$ cat src/rtl/ctrl.sv
// Main control unit: decodes the instruction opcode into datapath strobes and
// the ALU selection pair, and keeps a sticky record of illegal opcodes.
module ctrl (
   input  logic       clk,
   input  logic       rst,
   input  logic [5:0] OPCode,
   output logic       RegDst,
   output logic       Branch,
   output logic       MemRead,
   output logic       MemtoReg,
   output logic       MemWrite,
   output logic       ALUSrc,
   output logic       RegWrite,
   output logic       Jump,
   output logic       ALUTipoR,
   output logic [3:0] ALUnaoR,
   output logic       ZeroExt,
   output logic       Link,
   output logic       Illegal,
   output logic       IllegalSeen
);

   localparam logic [5:0] OpRType = 6'b000000;
   localparam logic [5:0] OpLw    = 6'b100011;
   localparam logic [5:0] OpSw    = 6'b101011;
   localparam logic [5:0] OpBeq   = 6'b000100;
   localparam logic [5:0] OpAddi  = 6'b001000;
   localparam logic [5:0] OpAndi  = 6'b001100;
   localparam logic [5:0] OpOri   = 6'b001101;
   localparam logic [5:0] OpXori  = 6'b001110;
   localparam logic [5:0] OpSlti  = 6'b001010;
   localparam logic [5:0] OpJ     = 6'b000010;
   localparam logic [5:0] OpJal   = 6'b000011;

   localparam logic [3:0] AluAnd = 4'h0;
   localparam logic [3:0] AluOr  = 4'h1;
   localparam logic [3:0] AluAdd = 4'h2;
   localparam logic [3:0] AluXor = 4'h3;
   localparam logic [3:0] AluSub = 4'h6;
   localparam logic [3:0] AluSlt = 4'h7;

   // Opcode decode; unsupported codes leave every strobe low so they act as no-ops.
   always_comb begin
      RegDst   = 1'b0;
      Branch   = 1'b0;
      MemRead  = 1'b0;
      MemtoReg = 1'b0;
      MemWrite = 1'b0;
      ALUSrc   = 1'b0;
      RegWrite = 1'b0;
      Jump     = 1'b0;
      ALUTipoR = 1'b0;
      ALUnaoR  = AluAnd;
      ZeroExt  = 1'b0;
      Link     = 1'b0;
      Illegal  = 1'b0;
      case (OPCode)
         OpRType: begin
            RegDst   = 1'b1;
            RegWrite = 1'b1;
            ALUTipoR = 1'b1;
         end
         OpLw: begin
            ALUSrc   = 1'b1;
            MemRead  = 1'b1;
            MemtoReg = 1'b1;
            RegWrite = 1'b1;
            ALUnaoR  = AluAdd;
         end
         OpSw: begin
            ALUSrc   = 1'b1;
            MemWrite = 1'b1;
            ALUnaoR  = AluAdd;
         end
         OpBeq: begin
            Branch  = 1'b1;
            ALUnaoR = AluSub;
         end
         OpAddi: begin
            ALUSrc   = 1'b1;
            RegWrite = 1'b1;
            ALUnaoR  = AluAdd;
         end
         OpAndi: begin
            ALUSrc   = 1'b1;
            RegWrite = 1'b1;
            ZeroExt  = 1'b1;
            ALUnaoR  = AluAnd;
         end
         OpOri: begin
            ALUSrc   = 1'b1;
            RegWrite = 1'b1;
            ZeroExt  = 1'b1;
            ALUnaoR  = AluOr;
         end
         OpXori: begin
            ALUSrc   = 1'b1;
            RegWrite = 1'b1;
            ZeroExt  = 1'b1;
            ALUnaoR  = AluXor;
         end
         OpSlti: begin
            ALUSrc   = 1'b1;
            RegWrite = 1'b1;
            ALUnaoR  = AluSlt;
         end
         OpJ: begin
            Jump = 1'b1;
         end
         OpJal: begin
            Jump     = 1'b1;
            RegWrite = 1'b1;
            Link     = 1'b1;
         end
         default: begin
            Illegal = 1'b1;
         end
      endcase
   end

   // Sticky illegal-opcode flag; reset wins over a coincident illegal opcode.
   always_ff @(posedge clk) begin
      if (rst) begin
         IllegalSeen <= 1'b0;
      end else begin
         IllegalSeen <= IllegalSeen | Illegal;
      end
   end

endmodule

$ cat config.mk
export PLATFORM = sky130hd
export DESIGN_NAME = ctrl
export DESIGN_NICKNAME = d
export VERILOG_FILES = /design/src/rtl/ctrl.sv
export SDC_FILE = /design/constraint.sdc
export NUM_CORES = 1
export LEC_CHECK = 0
export CORE_AREA = 2 2 39 41
export CTS_BUF_LIST = sky130_fd_sc_hd__clkbuf_2
export DETAILED_ROUTE_END_ITERATION = 12
export DIE_AREA = 0 0 41 43
export HOLD_SLACK_MARGIN = 0.08
export PLACE_DENSITY = 0.69
export REMOVE_ABC_BUFFERS = 1
export SYNTH_ARGS = -nofsm -noshare
export SYNTH_HDL_FRONTEND = slang
export SYNTH_SLANG_ARGS = --single-unit
$ cat constraint.sdc
create_clock -name clk -period 2.7 [get_ports clk]
set_clock_uncertainty 0.15 [all_clocks]
set_input_delay 0.405 -clock clk [delete_from_list [all_inputs] [get_ports clk]]
set_output_delay 0.405 -clock clk [all_outputs]
set_load 0.02 [all_outputs]
==> results by group <==
Outcome
  • Status: complete, no violations

Pwr
  • Maximum vdd drop: ~0.00012 V
  • Internal power: 0.0583 mW
  • Power Dens Cells: approximately 150 nW/um2
  • Sequential Power Share: about 17%
  • Sw Pwr: a little under 0.04 mW
  • Switching Fraction: about two fifths
  • Gate power share: between 80 and 90%
  • Leak Pwr: ~0.45 nW
  • Power Total: 0.0979 mW
  • Clock share of power: 0%

Setup path
  • WP buf/inv: 2
  • Max FO, Critical Path: 7
  • Largest stage delay, worst path: approximately 0.51 ns
  • Slowest cell on crit path: clkdlybuf4s50_1
  • Crit path DAT: ~1.9 ns
  • Crit path cell chain: clkdlybuf4s50_1, nand2b_2, nor2_1, o21ai_1, a21oi_1, dlygate4sd2_1
  • CP startpoint kind: primary input
  • WS Path Type: primary input to output pin
  • Cell family with most CP delay: buffers and inverters
  • CP Data Required Time: approximately 2.1 ns
  • Critical Path End Type: output pin

Global routing
  • Vias in the first global route: a little under 400
  • Tot GR Track Use: a little under an eighth
  • M1 GR Usage: 17.2%
  • Initial antenna violation count: 0
  • Global routing usage on met3: less than 1%
  • GRT Max-Usage Layer: met2
  • First-pass GRT wire length: ~1.6 mm
  • Largest net degree at the start of global routing: 9
  • Met2 usage: between 10% and 20%
  • GRT Residual Overflow: 0

STA
  • Final Hold Viols: 0
  • Finish-stage setup viols: 0
  • Setup ws final: between 0.2 and 0.3 ns
  • Setup TNS: 0 ns
  • RSZ-0062 raised after global routing: false
  • FMAX: roughly 0.4 GHz
  • Final period utilization: roughly nine tenths
  • Pins Over Slew Limit: 0
  • Fin crit period: roughly 2.4 ns

Yosys
  • Number of synthesized register bits: 1
  • Syn Inst Count: 54
  • Synth top area share: roughly 11%
  • Synth warn: 0
  • Post-synthesis cell area: around 340 um2
  • Synth top area cells: nor2_1 11%, buf_4 9.0%, a21oi_1 7.5%, dfxtp_1 6.0%, nand2b_1 5.6%
  • Leading area contributor after synthesis: nor2_1
  • Register area share after synthesis: under 10%
  • Avg Inst Size Synth: between 6 and 7 um2
  • Count of cell types in the netlist: 27

Drt
  • Vias per cell: about 4.7
  • Post-detailed-route count of antenna-violating nets: 0
  • DRC: 0
  • Pre-Repair DR Iteration Count: 4
  • Avg WL per Cell: ~9.8 um
  • Total number of vias: 459
  • Routed WL: approximately 950 um
  • Iter 0 DRT Violations: 7

Layout
  • Max reg flops: 1
  • Final #Nets: 91
  • Fraction of layout cells with a size suffix above 1: around a fifth
  • Ant diodes: 0
  • Final Instance Area: around 660 um2
  • Top Registers: IllegalSeen: 1 flops
  • Largest Register: IllegalSeen
  • Most frequent cells in the layout: 11 x dlymetal6s2s_1, 11 x buf_4, 10 x nor2_1
  • Area growth syn-to-layout: 95.5%

Die
  • Core Region: approximately 1400 um2
  • # rows: 14
  • Starting density of the core: around 24%
  • Die width: roughly 41 um
  • Die Ht: approximately 43 um
  • DIE AREA: around 1800 um2
  • # IOs: 25

Place
  • Worst slack, placed: -0.0386 ns
  • Routability cong.: about 0.86
  • Post-DP HPWL: 784 um
  • Port bufs: 23
  • Post-place instance area: around 630 um2

Clocking
  • Post-CTS Setup Bufs: 0
  • Clock Pin Slew Worst Setup and Hold Paths: 0 ns
  • CTS Hold Bufs: 0
  • Clk_lat worst skew: 0 ns

Flow run
  • Max cap viols: 0

Worst hold path
  • Worst Hold Class: flip-flop to flip-flop
==> per-layer routing <==
layer,routed length (um),part of all wire [%]
met2,410,43
met1,448,47
met4,0,0
met3,91,9.6
met5,0,0
==> cells by family (layout without fill, tap and decap cells) <==
logic type | count (synthesis) | after routing | share of synthesized area [%]
mux | 1 | 1 | 2.99
flops | 1 | 1 | 5.97
simple gates | 30 | 30 | 51.5
buf+inv | 9 | 36 | 17.9
compound gates | 12 | 12 | 20.5
other cells | 1 | 1 | 1.12
==> layout make-up <==
cell class	instances	area, um2
timing repair buffer	35	354
multi-input combinational	44	258
fill	148	728
tap	16	20.0
inverter	1	3.75
sequential	1	20.0
==> final timing paths <==
check,startpoint,end,slack (ns),depth (start not counted)
max,OPCode[1],ALUnaoR[1],0.26,6
min,IllegalSeen,IllegalSeen,0.33,2
max reg2reg,IllegalSeen,IllegalSeen,1.99,2
min reg2reg,IllegalSeen,IllegalSeen,0.33,2
==> tightest hold or removal path: stages, from the launching register on <==
cell and delay (ns):
dfxtp_1 0.29, nor2_1 0.08, a21oi_1 0.06
==> timing repair <==
action / 4_1_cts / 5_1_grt
pin swaps: 0 / 0
setup endpoints to repair: 5 / 11
resized for setup: 5 / 12
hold endpoints to repair: 0 / 0
==> stage by stage <==
stage | utilization (%) | cells | hold slack (ns)
6_report | 47.4 | 97 | 0.332
5_1_grt | 47.4 | 97 | 0.372
4_1_cts | 45.2 | 97 | 0.338
3_5_place_dp | 45.7 | 97 | 0.340
3_3_place_gp | 45.7 | 97 | 0.330
2_1_floorplan | - | 46 | 0.324
==> Yosys cell counts <==
master	instances
nor2b_1	2
nand2b_1	3
nand3_1	2
or3_4	1
a21oi_1	5
and2_1	1
o22ai_1	2
nand3b_1	1
o21ai_0	1
inv_1	1
nor2_1	10
o21ai_1	1
conb_1	1
dfxtp_1	1
mux2i_1	1
buf_6	1
nor3_2	1
a31oi_1	1
and3_1	2
and4_1	1
nor4_2	1
nor4_1	1
buf_2	3
nor3b_1	1
buf_4	4
nand2_1	3
o21a_1	2
==> power by group through the flow <==
stage | Clock [mW] | Sequential, mW | Combinational, mW
after floorplan | 0 | 0.0181 | 0.0294
after global placement | 0 | 0.0167 | 0.0824
after detailed placement | 0 | 0.0168 | 0.0832
after CTS | 0 | 0.0167 | 0.0821
after global routing | 0 | 0.0168 | 0.0889
final | 0 | 0.0167 | 0.0812
No activity file was read; power rests on OpenSTA's default activity.
